[src/rtl/am_pkg.sv]
// Shared definitions for 40GBASE-R alignment-marker lock: per-lane AM bytes,
// sync header, lock FSM states and the combinational AM matcher.
package am_pkg;

  localparam int unsigned AM_LANES   = 4;
  localparam int unsigned AM_BLOCK_W = 66;
  localparam int unsigned AM_ID_W    = 2;
  localparam int unsigned AM_BYTES_W = 24;
  localparam int unsigned AM_ERR_W   = 8;

  localparam logic [1:0] AM_SH = 2'b10;

  // {M2,M1,M0} per logical lane, laid out as they sit in block bits [25:2]
  localparam logic [AM_LANES-1:0][AM_BYTES_W-1:0] AM_BYTES = {
    24'h3D79A2,
    24'h9B65C5,
    24'hE6C4F0,
    24'h477690
  };

  typedef enum logic [1:0] {
    SEARCH = 2'd0,
    CHECK  = 2'd1,
    LOCKED = 2'd2
  } am_state_e;

  typedef struct packed {
    logic               hit;
    logic [AM_ID_W-1:0] id;
  } am_match_t;

  // lo = {M2,M1,M0}, hi = {M6,M5,M4}; BIP bytes never take part in the match
  function automatic am_match_t am_match(input logic [1:0]            sh,
                                         input logic [AM_BYTES_W-1:0] lo,
                                         input logic [AM_BYTES_W-1:0] hi);
    am_match_t m;
    m = '0;
    for (int j = 0; j < int'(AM_LANES); j++) begin
      if (sh == AM_SH && lo == AM_BYTES[j] && hi == ~AM_BYTES[j]) begin
        m.hit = 1'b1;
        m.id  = AM_ID_W'(j);
      end
    end
    return m;
  endfunction

endpackage

[src/rtl/am_lock_fsm.sv]
// Per-physical-lane AM lock FSM: SEARCH -> CHECK -> LOCKED with period tracking.
// Optional AM_ERR_CNT_EN adds a saturating bad-AM counter while LOCKED.
module am_lock_fsm
  import am_pkg::*;
#(
  parameter int unsigned AM_PERIOD   = 16383,
  parameter int unsigned AM_LOCK_N   = 2,
  parameter int unsigned AM_UNLOCK_N = 4
) (
  input  logic                  clk,
  input  logic                  nreset,
  input  logic                  block_v,
  input  logic [AM_BLOCK_W-1:0] blk,
  output logic                  lock_c,
  output logic [AM_ID_W-1:0]    id_c,
  output logic                  am
`ifdef AM_ERR_CNT_EN
  ,
  output logic [AM_ERR_W-1:0]   err_cnt
`endif
);

  localparam int unsigned CNT_W  = $clog2(AM_PERIOD + 1);
  localparam int unsigned GOOD_W = $clog2(AM_LOCK_N + 1);
  localparam int unsigned BAD_W  = $clog2(AM_UNLOCK_N + 1);

  am_state_e           state_q, state_d;
  logic [CNT_W-1:0]    cnt_q, cnt_d;
  logic [GOOD_W-1:0]   good_q, good_d;
  logic [BAD_W-1:0]    bad_q, bad_d;
  logic [AM_ID_W-1:0]  id_q, id_d;
  logic                am_d;
`ifdef AM_ERR_CNT_EN
  logic [AM_ERR_W-1:0] err_q, err_d;
`endif

  am_match_t m_c;
  logic      at_exp_c;
  logic      id_ok_c;
  logic      bip_unused;

  assign m_c        = am_match(blk[1:0], blk[25:2], blk[57:34]);
  assign bip_unused = ^{blk[AM_BLOCK_W-1:58], blk[33:26]};
  assign at_exp_c   = (cnt_q == CNT_W'(AM_PERIOD));
  assign id_ok_c    = m_c.hit && (m_c.id == id_q);

  // Next-state: only a valid block moves anything; the expected slot is the
  // block after cnt reaches AM_PERIOD, and only that slot is judged.
  always_comb begin
    state_d = state_q;
    cnt_d   = cnt_q;
    good_d  = good_q;
    bad_d   = bad_q;
    id_d    = id_q;
    am_d    = 1'b0;
`ifdef AM_ERR_CNT_EN
    err_d   = err_q;
`endif
    if (block_v) begin
      unique case (state_q)
        SEARCH: begin
          if (m_c.hit) begin
            state_d = CHECK;
            id_d    = m_c.id;
            cnt_d   = '0;
            good_d  = '0;
          end
        end
        CHECK: begin
          if (at_exp_c) begin
            cnt_d = '0;
            if (id_ok_c) begin
              am_d   = 1'b1;
              good_d = good_q + GOOD_W'(1);
              if (good_d == GOOD_W'(AM_LOCK_N)) begin
                state_d = LOCKED;
                bad_d   = '0;
              end
            end else begin
              state_d = SEARCH;
              id_d    = '0;
              good_d  = '0;
            end
          end else begin
            cnt_d = cnt_q + CNT_W'(1);
          end
        end
        LOCKED: begin
          if (at_exp_c) begin
            cnt_d = '0;
            if (id_ok_c) begin
              am_d  = 1'b1;
              bad_d = '0;
            end else begin
`ifdef AM_ERR_CNT_EN
              if (err_q != '1) err_d = err_q + AM_ERR_W'(1);
`endif
              bad_d = bad_q + BAD_W'(1);
              if (bad_d == BAD_W'(AM_UNLOCK_N)) begin
                state_d = SEARCH;
                id_d    = '0;
                good_d  = '0;
              end
            end
          end else begin
            cnt_d = cnt_q + CNT_W'(1);
          end
        end
        default: state_d = SEARCH;
      endcase
    end
  end

  always_ff @(posedge clk or negedge nreset) begin
    if (!nreset) begin
      state_q <= SEARCH;
      cnt_q   <= '0;
      good_q  <= '0;
      bad_q   <= '0;
      id_q    <= '0;
      am      <= 1'b0;
`ifdef AM_ERR_CNT_EN
      err_q   <= '0;
`endif
    end else begin
      state_q <= state_d;
      cnt_q   <= cnt_d;
      good_q  <= good_d;
      bad_q   <= bad_d;
      id_q    <= id_d;
      am      <= am_d;
`ifdef AM_ERR_CNT_EN
      err_q   <= err_d;
`endif
    end
  end

  // Next-state view lets the top register its map in the same cycle as the state
  assign lock_c = (state_d == LOCKED);
  assign id_c   = id_d;

`ifdef AM_ERR_CNT_EN
  assign err_cnt = err_q;
`endif

endmodule

[src/rtl/am_lane_lock.sv]
// 4-lane 40GBASE-R AM lock controller: per-lane lock FSMs, onehot lane map and
// permutation check. Optional AM_ERR_CNT_EN exposes per-lane bad-AM counters.
module am_lane_lock
  import am_pkg::*;
#(
  parameter int unsigned LANE_N      = AM_LANES,
  parameter int unsigned BLOCK_W     = AM_BLOCK_W,
  parameter int unsigned AM_PERIOD   = 16383,
  parameter int unsigned AM_LOCK_N   = 2,
  parameter int unsigned AM_UNLOCK_N = 4
) (
  input  logic                        clk,
  input  logic                        nreset,
  input  logic                        block_v_i,
  input  logic [LANE_N*BLOCK_W-1:0]   block_i,
  output logic [LANE_N*LANE_N-1:0]    lane_o,
  output logic [LANE_N-1:0]           lane_lock_o,
  output logic                        align_lock_o,
  output logic [LANE_N-1:0]           am_o
`ifdef AM_ERR_CNT_EN
  ,
  output logic [LANE_N*AM_ERR_W-1:0]  am_err_cnt_o
`endif
);

  localparam int unsigned COL_W = $clog2(LANE_N + 1);

  logic [LANE_N-1:0]              lock_c;
  logic [LANE_N-1:0][AM_ID_W-1:0] id_c;
  logic [LANE_N-1:0][LANE_N-1:0]  map_c;
  logic [COL_W-1:0]               col_cnt;
  logic                           perm_c;

  for (genvar i = 0; i < int'(LANE_N); i++) begin : g_lane
    am_lock_fsm #(
      .AM_PERIOD   (AM_PERIOD),
      .AM_LOCK_N   (AM_LOCK_N),
      .AM_UNLOCK_N (AM_UNLOCK_N)
    ) u_fsm (
      .clk     (clk),
      .nreset  (nreset),
      .block_v (block_v_i),
      .blk     (block_i[i*BLOCK_W +: AM_BLOCK_W]),
      .lock_c  (lock_c[i]),
      .id_c    (id_c[i]),
      .am      (am_o[i])
`ifdef AM_ERR_CNT_EN
      ,
      .err_cnt (am_err_cnt_o[i*AM_ERR_W +: AM_ERR_W])
`endif
    );
  end

  // Row i is onehot(id) only while physical lane i is locked
  always_comb begin
    map_c = '0;
    for (int i = 0; i < int'(LANE_N); i++) begin
      if (lock_c[i]) map_c[i] = LANE_N'(1) << id_c[i];
    end
  end

  // Permutation: every logical lane claimed by exactly one physical lane
  always_comb begin
    perm_c  = 1'b1;
    col_cnt = '0;
    for (int j = 0; j < int'(LANE_N); j++) begin
      col_cnt = '0;
      for (int i = 0; i < int'(LANE_N); i++) begin
        col_cnt = col_cnt + COL_W'(map_c[i][j]);
      end
      if (col_cnt != COL_W'(1)) perm_c = 1'b0;
    end
  end

  always_ff @(posedge clk or negedge nreset) begin
    if (!nreset) begin
      lane_o       <= '0;
      lane_lock_o  <= '0;
      align_lock_o <= 1'b0;
    end else begin
      lane_o       <= map_c;
      lane_lock_o  <= lock_c;
      align_lock_o <= (&lock_c) & perm_c;
    end
  end

endmodule

[config.mk]
export PLATFORM = sky130hd
export DESIGN_NAME = am_lane_lock
export DESIGN_NICKNAME = d
export VERILOG_FILES = /design/src/rtl/am_pkg.sv /design/src/rtl/am_lock_fsm.sv /design/src/rtl/am_lane_lock.sv
export SDC_FILE = /design/constraint.sdc
export NUM_CORES = 1
export LEC_CHECK = 0
export ABC_AREA = 1
export CAP_MARGIN = 15
export CORE_MARGIN = 5
export CORE_UTILIZATION = 55
export CTS_CLUSTER_SIZE = 20
export DETAILED_ROUTE_END_ITERATION = 7
export PLACE_DENSITY = 0.9
export SLEW_MARGIN = 15
export SYNTH_ARGS = -nofsm -noshare
export SYNTH_HDL_FRONTEND = slang
export SYNTH_HIERARCHICAL = 1
export SYNTH_SLANG_ARGS = --single-unit
[constraint.sdc]
create_clock -name clk -period 8.98 [get_ports clk]
set_input_delay 1.347 -clock clk [delete_from_list [all_inputs] [get_ports clk]]
set_output_delay 1.347 -clock clk [all_outputs]
set_load 0.05 [all_outputs]
==> results.sh, run 1 <==
export IMPL_cp_num_buf_inv=4
export IMPL_initial_utilization_pct=55.8
export IMPL_hp_class="reg2reg"
export IMPL_grt_pass1_vias=13500
export IMPL_fp_dieH_um=159
export IMPL_crit_start="block_i[9]"
export IMPL_end_kind="flop"
export IMPL_grt_max_degree=66
export IMPL_cts_inserted_buffers=17
export IMPL_rr_startpoint="g_lane[0].u_fsm/cnt_q[0]$_DFFE_PN0P_"
export IMPL_critPathSlowestCell="fa_1"
export IMPL_violations="DRC"
export IMPL_coreArea_um2=21800
export IMPL_netlist_instances=2084
export IMPL_cts_setup_buffers=0
export IMPL_worstHoldStart="g_lane[1].u_fsm/cnt_q[11]$_DFFE_PN0P_"
export IMPL_routedWlPerCell_um=14.5
export IMPL_ctsResizeCount=0
export IMPL_power_density_nw_per_um2=144
export IMPL_finish_instance_area_um2=15300
export IMPL_start_kind="input port"
export IMPL_setup_tns_ps=0
export IMPL_ios=292
export IMPL_place_ws_ps=3340
export IMPL_rsz0062_at_grt="false"
export IMPL_p_leak_nw=7.35
export IMPL_seq_area_frac_synth_pct=24.1
export IMPL_grt_use_met1_pct=34.2
export IMPL_drive_gt1_share_pct=8.19
export IMPL_nets=2636
export IMPL_clk_latency_ps=410
export IMPL_die_w_um=159
export IMPL_area_growth_pct=25.9
export IMPL_antenna_cells=0
export IMPL_setup_violations=0
export IMPL_row_count=54
export IMPL_worstPathRequired_ps=9310
export IMPL_drtPass1Iterations=8
export IMPL_ctsLongestPathBuffers=2
export IMPL_fin_total_pwr_mw=2.20
export IMPL_tritoncts="built"
export IMPL_syn_area_um2=12100
export IMPL_grt_util_all_layers_pct=29.8
export IMPL_grt_pass1_wl_um=61200
export IMPL_dieArea_um2=25200
export IMPL_slew_viol_final=0
export IMPL_drtIter0Drc=1102
export IMPL_gr_total_overflow=0
export IMPL_setup_ws_ps=3620
export IMPL_route_detailed_vias_per_inst=5.27
export IMPL_cts_sinks=117
export IMPL_whs_ps=485
export IMPL_placed_cell_area_um2=14700
export IMPL_gp_congestion=0.982
export IMPL_drtAntennaViolNets=0
export IMPL_antenna_found_initial=0
export IMPL_htreeDepth=4
export IMPL_drv_cap=0
export IMPL_period_minus_slack_ps=5360
export IMPL_fillerInstances=1883
export IMPL_cp_arrival_ps=5700
export IMPL_gr_usage_met3_pct=4.81
export IMPL_postCtsHoldBufs=0
export IMPL_dp_hpwl_um=30400
export IMPL_slowest_delay_ps=580
export IMPL_drc_errors=2
export IMPL_num_vias=13800
export IMPL_status="finished, violations left"
export IMPL_clkTransAtPathRegs_ps=50
export IMPL_hold_violations=0
export IMPL_fin_crit_sh_pct=59.7
export IMPL_ir_drop_mv=0.171
export IMPL_yosysWarnings=6
export IMPL_crit_type="in2reg"
export IMPL_grt_busiest_layer="met2"
export IMPL_use_met2_pct=54.8
export IMPL_maxSlewHeadroom_pct=47.7
export IMPL_port_buffer_count=227
export IMPL_crit_family="simple AND/OR/NAND/NOR gates"
export IMPL_drt_total_wl_um=37900
export IMPL_avgSynthCellArea_um2=5.83
export IMPL_clockRootBuffer="clkbuf_16"
export IMPL_worst_pin_slew_ps=785
export IMPL_synth_cell_type_count=49
export IMPL_ys_seq_elements=117
export IMPL_max_freq_ghz=0.186
export IMPL_finalClockSkew_ps=8.84
export IMPL_syn_num_nets=2399
export IMPL_cp_max_fo=6
## logic make-up (layout without fill, tap and decap cells)
logic type / Yosys count / count (layout) / share of synthesized area, %
flip-flops: 117 / 117 / 24.1
buffers and inverters: 417 / 665 / 13.4
adder cells (fa/ha/maj): 48 / 48 / 5.19
AO/OA/AOI/OAI: 130 / 130 / 6.30
XOR/XNOR: 12 / 12 / 0.865
AND/OR/NAND/NOR: 1360 / 1360 / 50.2
## power breakdown
part	leakage [nW]	total (mW)	internal (mW)	switching, mW
combinational	5.47	0.779	0.295	0.484
sequential	1.58	0.724	0.637	0.0868
clock	0.301	0.695	0.461	0.234
total	7.35	2.20	1.39	0.805
## sequential cells by signal (all words and copies together), names as in the netlist
register,flops
align_lock_o,1
g_lane.u_fsm/am,4
g_lane.u_fsm/bad_q,12
g_lane.u_fsm/cnt_q,56
g_lane.u_fsm/good_q,8
g_lane.u_fsm/id_q,8
g_lane.u_fsm/state_q,8
lane_lock_o,4
lane_o,16
## through the flow
stage               util [%]  cells
global route            70.3   2612
floorplan                  -   2084
finish                  70.3   2612
CTS                     70.3   2612
detailed placement      67.5   2582
global placement        67.5   2582
## layer usage
| layer | wire (µm) | up-vias |
|---|---|---|
| li1 | - | 6929 |
| met1 | 15100 | 6189 |
| met2 | 18800 | 546 |
| met3 | 2660 | 93 |
| met4 | 1370 | 0 |
| met5 | 0 | - |
## placed cells by master (no fill, tap or decap), drive strengths merged, types with 2 or more instances in the layout
cell type / synthesis / routed
nand2: 569 / 569
nor2: 488 / 488
inv: 405 / 405
clkdlybuf4s50: 0 / 226
nand3: 146 / 146
dfrtp: 117 / 117
o21ai: 68 / 68
nand4: 66 / 66
nor3: 58 / 58
ha: 44 / 44
a21oi: 29 / 29
clkbuf: 0 / 21
nor3b: 13 / 13
xor2: 10 / 10
o211ai: 7 / 7
clkinv: 2 / 7
nor4: 7 / 7
and2: 6 / 6
o22ai: 6 / 6
fa: 4 / 4
o31ai: 4 / 4
nand3b: 4 / 4
bufinv: 0 / 3
o21a: 3 / 3
a2bb2oi: 3 / 3
a31oi: 3 / 3
a211oi: 3 / 3
and3: 2 / 2
a21boi: 2 / 2
xnor2: 2 / 2
buf: 10 / 2
## final cells by class
cell class / instances / area, µm² / area share (%)
inverter: 407 / 1540 / 10.1
multi-input combinational: 1550 / 7590 / 49.7
timing repair buffer: 228 / 2280 / 14.9
clock buffer: 21 / 480 / 3.14
tap: 280 / 350 / 2.29
sequential: 117 / 2930 / 19.1
clock inverter: 9 / 126 / 0.826
## worst paths after layout
path                                                              end  cells past startpoint  slack, ps
worst min-delay path            g_lane[1].u_fsm/cnt_q[11]$_DFFE_PN0P_                      1        490
worst min register to register  g_lane[1].u_fsm/cnt_q[11]$_DFFE_PN0P_                      1        490
worst max-delay path                           align_lock_o$_DFF_PN0_                     27       3620
max in group asynchronous        g_lane[0].u_fsm/bad_q[0]$_DFFE_PN0P_                      2       6760
worst max register to register                 align_lock_o$_DFF_PN0_                     21       4780
min in group asynchronous        g_lane[2].u_fsm/bad_q[2]$_DFFE_PN0P_                      1        970
## Yosys cell counts (all sizes together)
| cell type | n | area [µm²] |
|---|---|---|
| nor3 | 58 | 320 |
| and2 | 6 | 37.5 |
| xnor2 | 2 | 17.5 |
| nor2 | 488 | 1980 |
| nand3 | 146 | 801 |
| o211ai | 7 | 52.6 |
| a2bb2oi | 3 | 26.3 |
| and3 | 2 | 12.5 |
| clkinv | 2 | 10.0 |
| nor3b | 13 | 133 |
| a21oi | 29 | 149 |
| a21boi | 2 | 15.0 |
| nand3b | 4 | 37.5 |
| dfrtp | 117 | 2930 |
| ha | 44 | 551 |
| inv | 405 | 1530 |
| o21ai | 68 | 355 |
| xor2 | 10 | 87.6 |
| o211a | 1 | 10.0 |
| or2 | 1 | 6.26 |
| a211oi | 3 | 27.5 |
| a21o | 1 | 7.51 |
| nand2 | 569 | 2280 |
| o22ai | 6 | 37.5 |
| buf | 10 | 87.6 |
| nand4 | 66 | 428 |
| o31ai | 4 | 43.8 |
| a31oi | 3 | 18.8 |
| o21a | 3 | 22.5 |
| fa | 4 | 80.1 |
| nor4 | 7 | 50.1 |
No activity file was read; power rests on OpenSTA's default activity.
==> run 2: changes to the inputs <==
Settings changed: CORE_UTILIZATION 55 to 52, PLACE_DENSITY 0.9 to 0.86.
Clock period 8.98 ns to 5.3 ns, I/O delays scaled along.
==> run 2 against run 1 <==
Effect of this change:
- the run now ends clean
- non-clock buffer count rose by 3
- register-to-register slack worse by 3400 ps
- sequential share of layout area fell by 0.055 points
- routed wire length fell by 0.74%
- combinational power rose by 68%
- critical path type unchanged
- critical endpoint unchanged
- largest cell class unchanged
==> results.sh, run 2 (synthesized netlist as in run 1, its figures left out) <==
export IMPL_multi_input_area_um2=7590
export IMPL_power_density_nw_per_um2=238
export IMPL_grt_util_all_layers_pct=28.0
export IMPL_whs_ps=484
export IMPL_drv_cap=0
export IMPL_drt_total_wl_um=37700
export IMPL_cts_setup_buffers=0
export IMPL_nets=2639
export IMPL_route_detailed_vias_per_inst=5.15
export IMPL_layout_cells_non_filler=2656
export IMPL_fin_util_pct=65.9
export IMPL_end_kind="flop"
export IMPL_cp_max_fo=6
export IMPL_max_freq_ghz=0.221
export IMPL_grt_pass1_wl_um=61300
export IMPL_drtPass1Iterations=6
export IMPL_rsz0062_at_grt="false"
export IMPL_clk_latency_ps=420
export IMPL_ir_drop_mv=0.284
export IMPL_port_buffer_count=227
export IMPL_mostFrequentLayoutCells="nand2_1 (526), nor2_1 (437), inv_1 (381)"
export IMPL_dp_hpwl_um=30800
export IMPL_drtIter0Drc=1016
export IMPL_start_kind="input port"
export IMPL_area_growth_pct=26.3
export IMPL_coreArea_um2=23300
export IMPL_postCtsHoldBufs=0
export IMPL_largest_reg_flops=56
export IMPL_max_flop_register="g_lane.u_fsm/cnt_q"
export IMPL_tritoncts="built"
export IMPL_setup_tns_ps=0
export IMPL_initial_utilization_pct=52.2
export IMPL_antenna_cells=0
export IMPL_finalClockSkew_ps=11.1
export IMPL_clkTransAtPathRegs_ps=50
export IMPL_num_vias=13700
export IMPL_gr_usage_met3_pct=4.58
export IMPL_maxSlewHeadroom_pct=41.1
export IMPL_period_minus_slack_ps=4530
export IMPL_worst_path_most_repeated_cell="nor2_1"
export IMPL_grt_pass1_vias=13300
export IMPL_slew_viol_final=0
export IMPL_ctsLongestPathBuffers=2
export IMPL_use_met2_pct=51.4
export IMPL_dieArea_um2=26500
export IMPL_drtAntennaViolNets=0
export IMPL_htreeDepth=4
export IMPL_hp_class="reg2reg"
export IMPL_slowest_delay_ps=560
export IMPL_drc_errors=0
export IMPL_cp_arrival_ps=4870
export IMPL_largestRegisters="g_lane.u_fsm/cnt_q x56, lane_o x16, g_lane.u_fsm/bad_q x12"
export IMPL_routedWlPerCell_um=14.2
export IMPL_clockRootBuffer="clkbuf_16"
export IMPL_final_common_cell="nand2_1"
export IMPL_p_leak_nw=7.35
export IMPL_hold_violations=0
export IMPL_ctsResizeCount=0
export IMPL_row_count=56
export IMPL_ios=292
export IMPL_gp_congestion=1.01
export IMPL_crit_type="in2reg"
export IMPL_gr_total_overflow=0
export IMPL_cts_sinks=117
export IMPL_grt_busiest_layer="met2"
export IMPL_drive_gt1_share_pct=8.26
export IMPL_ff_latch_area_um2=2930
export IMPL_grt_use_met1_pct=32.4
export IMPL_worstPathRequired_ps=5640
export IMPL_critPathSlowestCell="fa_1"
export IMPL_fin_crit_sh_pct=85.5
export IMPL_setup_violations=0
export IMPL_worst_pin_slew_ps=884
export IMPL_status="completed"
export IMPL_die_w_um=163
export IMPL_dp_cells=2624
export IMPL_grt_max_degree=72
export IMPL_fp_dieH_um=163
export IMPL_antenna_found_initial=0
export IMPL_fillerInstances=2134
export IMPL_cts_inserted_buffers=17
-- run 2: worst max-delay path, delay by kind of cell --
family                   cells  cell delay, ps
AND/OR/NAND/NOR             20            2360
adder cells (fa/ha/maj)      3            1000
buffers and inverters        4             700
-- run 2: path summary, 6_finish.rpt --
kind / from / to / slack, ps / depth (start not counted)
max reg2reg: g_lane[1].u_fsm/cnt_q[0]$_DFFE_PN0P_ / align_lock_o$_DFF_PN0_ / 1400 / 25
max: block_i[82] / align_lock_o$_DFF_PN0_ / 770 / 27
min: g_lane[0].u_fsm/good_q[1]$_DFFE_PN0P_ / g_lane[0].u_fsm/good_q[1]$_DFFE_PN0P_ / 480 / 2
min reg2reg: g_lane[0].u_fsm/good_q[1]$_DFFE_PN0P_ / g_lane[0].u_fsm/good_q[1]$_DFFE_PN0P_ / 480 / 2
max in group asynchronous: nreset / g_lane[0].u_fsm/am$_DFF_PN0_ / 3690 / 2
min in group asynchronous: nreset / g_lane[2].u_fsm/bad_q[0]$_DFFE_PN0P_ / 500 / 1
-- run 2: per-stage QoR --
step                      worst slack [ps]  power (mW)  area (µm²)
after detailed placement               348        2.53       14800
after global routing                   388        3.91       15300
after floorplan                       1610        2.06       12100
after global placement                 576        2.46       14800
final                                  769        3.66       15300
after CTS                              792        3.67       15300
-- run 2: routing by layer --
| metal | up-vias | share of wire (%) |
|---|---|---|
| met4 | 0 | 4.0 |
| met3 | 114 | 6.1 |
| met5 | - | 0 |
| met1 | 6130 | 40 |
| met2 | 507 | 50 |
| li1 | 6933 | - |
-- run 2: where the power goes --
group	leakage, nW	total (mW)	switching, mW	internal (mW)
Sequential	1.58	1.23	0.150	1.08
Clock	0.287	1.12	0.393	0.724
Combinational	5.48	1.31	0.807	0.505
Total	7.35	3.66	1.35	2.31
-- run 2: final cells by class --
class	count	share of cell area (%)
Clock inverter	9	0.661
Multi-Input combinational cell	1550	49.5
Inverter	407	10.0
Timing Repair Buffer	231	15.0
Clock buffer	23	3.12
Sequential cell	117	19.1
Tap cell	319	2.60
==> run 3: changes to the inputs <==
Settings changed: CORE_MARGIN 5 to not set, HOLD_SLACK_MARGIN set to 0.15.
==> run 3 against run 2 <==
Effect of this change:
- clock skew shrank 2.6 ps
- critical path type unchanged
- largest cell class unchanged
- count of clock-buffer cells in the layout shrank 2
- combinational power is essentially flat
==> results.sh, run 3 (synthesized netlist as in run 1, its figures left out) <==
export IMPL_status="completed"
export IMPL_gr_total_overflow=0
export IMPL_gp_congestion=0.973
export IMPL_start_kind="input port"
export IMPL_drc_errors=0
export IMPL_dp_hpwl_um=30500
export IMPL_whs_ps=456
export IMPL_worstPathRequired_ps=5650
export IMPL_grt_pass1_wl_um=61400
export IMPL_drtIter0Drc=866
export IMPL_slew_viol_final=0
export IMPL_max_flop_register="g_lane.u_fsm/cnt_q"
export IMPL_clockRootBuffer="clkbuf_16"
export IMPL_end_kind="flop"
export IMPL_critPathSlowestCell="clkdlybuf4s50_1"
export IMPL_fin_util_pct=67.3
export IMPL_hp_class="in2async"
export IMPL_tritoncts="built"
export IMPL_grt_util_all_layers_pct=32.0
export IMPL_drv_cap=0
export IMPL_num_vias=13600
export IMPL_setup_violations=0
export IMPL_crit_type="in2reg"
export IMPL_cts_setup_buffers=0
export IMPL_antenna_found_initial=1
export IMPL_finish_instance_area_um2=15300
export IMPL_grt_pass1_vias=13300
export IMPL_ios=292
export IMPL_fp_dieH_um=155
export IMPL_drive_gt1_share_pct=8.14
export IMPL_row_count=55
export IMPL_area_growth_pct=26.2
export IMPL_postCtsHoldBufs=0
export IMPL_cts_sinks=117
export IMPL_dieArea_um2=24000
export IMPL_drtAntennaViolNets=0
export IMPL_grt_max_degree=61
export IMPL_rsz0062_at_grt="false"
export IMPL_p_leak_nw=7.35
export IMPL_die_w_um=155
export IMPL_route_detailed_vias_per_inst=5.14
export IMPL_setup_tns_ps=0
export IMPL_final_common_cell="nand2_1"
export IMPL_crit_family="simple AND/OR/NAND/NOR gates"
export IMPL_worst_pin_slew_ps=765
export IMPL_initial_utilization_pct=53.3
export IMPL_mostFrequentLayoutCells="nand2_1 (526), nor2_1 (437), inv_1 (381)"
export IMPL_drtPass1Iterations=5
export IMPL_port_buffer_count=227
export IMPL_finalClockSkew_ps=8.46
export IMPL_antenna_cells=0
export IMPL_maxSlewHeadroom_pct=49.0
export IMPL_cp_arrival_ps=4930
export IMPL_clkTransAtPathRegs_ps=60
export IMPL_drt_total_wl_um=37500
export IMPL_ctsResizeCount=0
export IMPL_dp_cells=2616
export IMPL_ir_drop_mv=0.277
export IMPL_max_freq_ghz=0.218
export IMPL_clk_latency_ps=430
export IMPL_hold_violations=0
export IMPL_coreArea_um2=22800
export IMPL_ctsLongestPathBuffers=2
export IMPL_cp_num_buf_inv=3
export IMPL_fin_crit_sh_pct=86.5
export IMPL_htreeDepth=4
export IMPL_worst_path_most_repeated_cell="nor2_1"
export IMPL_power_density_nw_per_um2=241
export IMPL_placed_cell_area_um2=14700
export IMPL_nets=2637
export IMPL_cts_inserted_buffers=17
export IMPL_largest_reg_flops=56
export IMPL_period_minus_slack_ps=4580
export IMPL_layout_cells_non_filler=2646
export IMPL_largestRegisters="g_lane.u_fsm/cnt_q x56, lane_o x16, g_lane.u_fsm/bad_q x12"
export IMPL_cp_max_fo=6
export IMPL_slowest_delay_ps=600
export IMPL_routedWlPerCell_um=14.2
[run 3: cell types whose count changed in the layout (fill, tap and decap cells not counted), sizes merged]
cell and change:
buf -2, bufinv +1, clkbuf -2, clkinv -1, clkinvlp -1, inv +1
[run 3: final timing paths]
check                                                 startpoint                                    end  slack, ps  cells after the start
max reg2reg                 g_lane[2].u_fsm/cnt_q[0]$_DFFE_PN0P_                 align_lock_o$_DFF_PN0_       1340                     22
min                                                       nreset   g_lane[2].u_fsm/bad_q[2]$_DFFE_PN0P_        460                      1
max in group asynchronous                                 nreset      g_lane[2].u_fsm/id_q[0]$_DFF_PN0_       3590                      2
min in group clk           g_lane[3].u_fsm/good_q[1]$_DFFE_PN0P_  g_lane[3].u_fsm/good_q[1]$_DFFE_PN0P_        480                      2
min reg2reg                g_lane[3].u_fsm/good_q[1]$_DFFE_PN0P_  g_lane[3].u_fsm/good_q[1]$_DFFE_PN0P_        480                      2
max                                                 block_i[121]                 align_lock_o$_DFF_PN0_        720                     25
[run 3: area by class of cell]
cell class	count	area, µm²
multi-input combinational	1550	7590
fill	2058	7450
sequential	117	2930
timing repair buffer	229	2280
inverter	407	1540
clock buffer	21	460
tap	313	392
clock inverter	9	128
[run 3: through the flow]
step                setup slack, ps  power (mW)
detailed placement              387        2.52
global route                    405        3.94
global placement                478        2.46
CTS                             799        3.70
floorplan                      1610        2.06
finish                          718        3.70
[run 3: per-layer routing]
metal  global-route usage [%]  part of all wire, %  vias up  routed length, µm
met5                        0                0.035        -                 13
met4                     16.0                  4.1        2               1540
met3                     4.40                  5.8      102               2180
met2                     57.7                   49      479              18300
met1                     37.1                   41     6088              15500
li1                         -                    -     6922                  -
[run 3: report_power, final]
group / internal [mW] / total [mW] / switching [mW]
clock: 0.756 / 1.16 / 0.405
combinational: 0.501 / 1.31 / 0.807
sequential: 1.08 / 1.23 / 0.148
total: 2.34 / 3.70 / 1.36
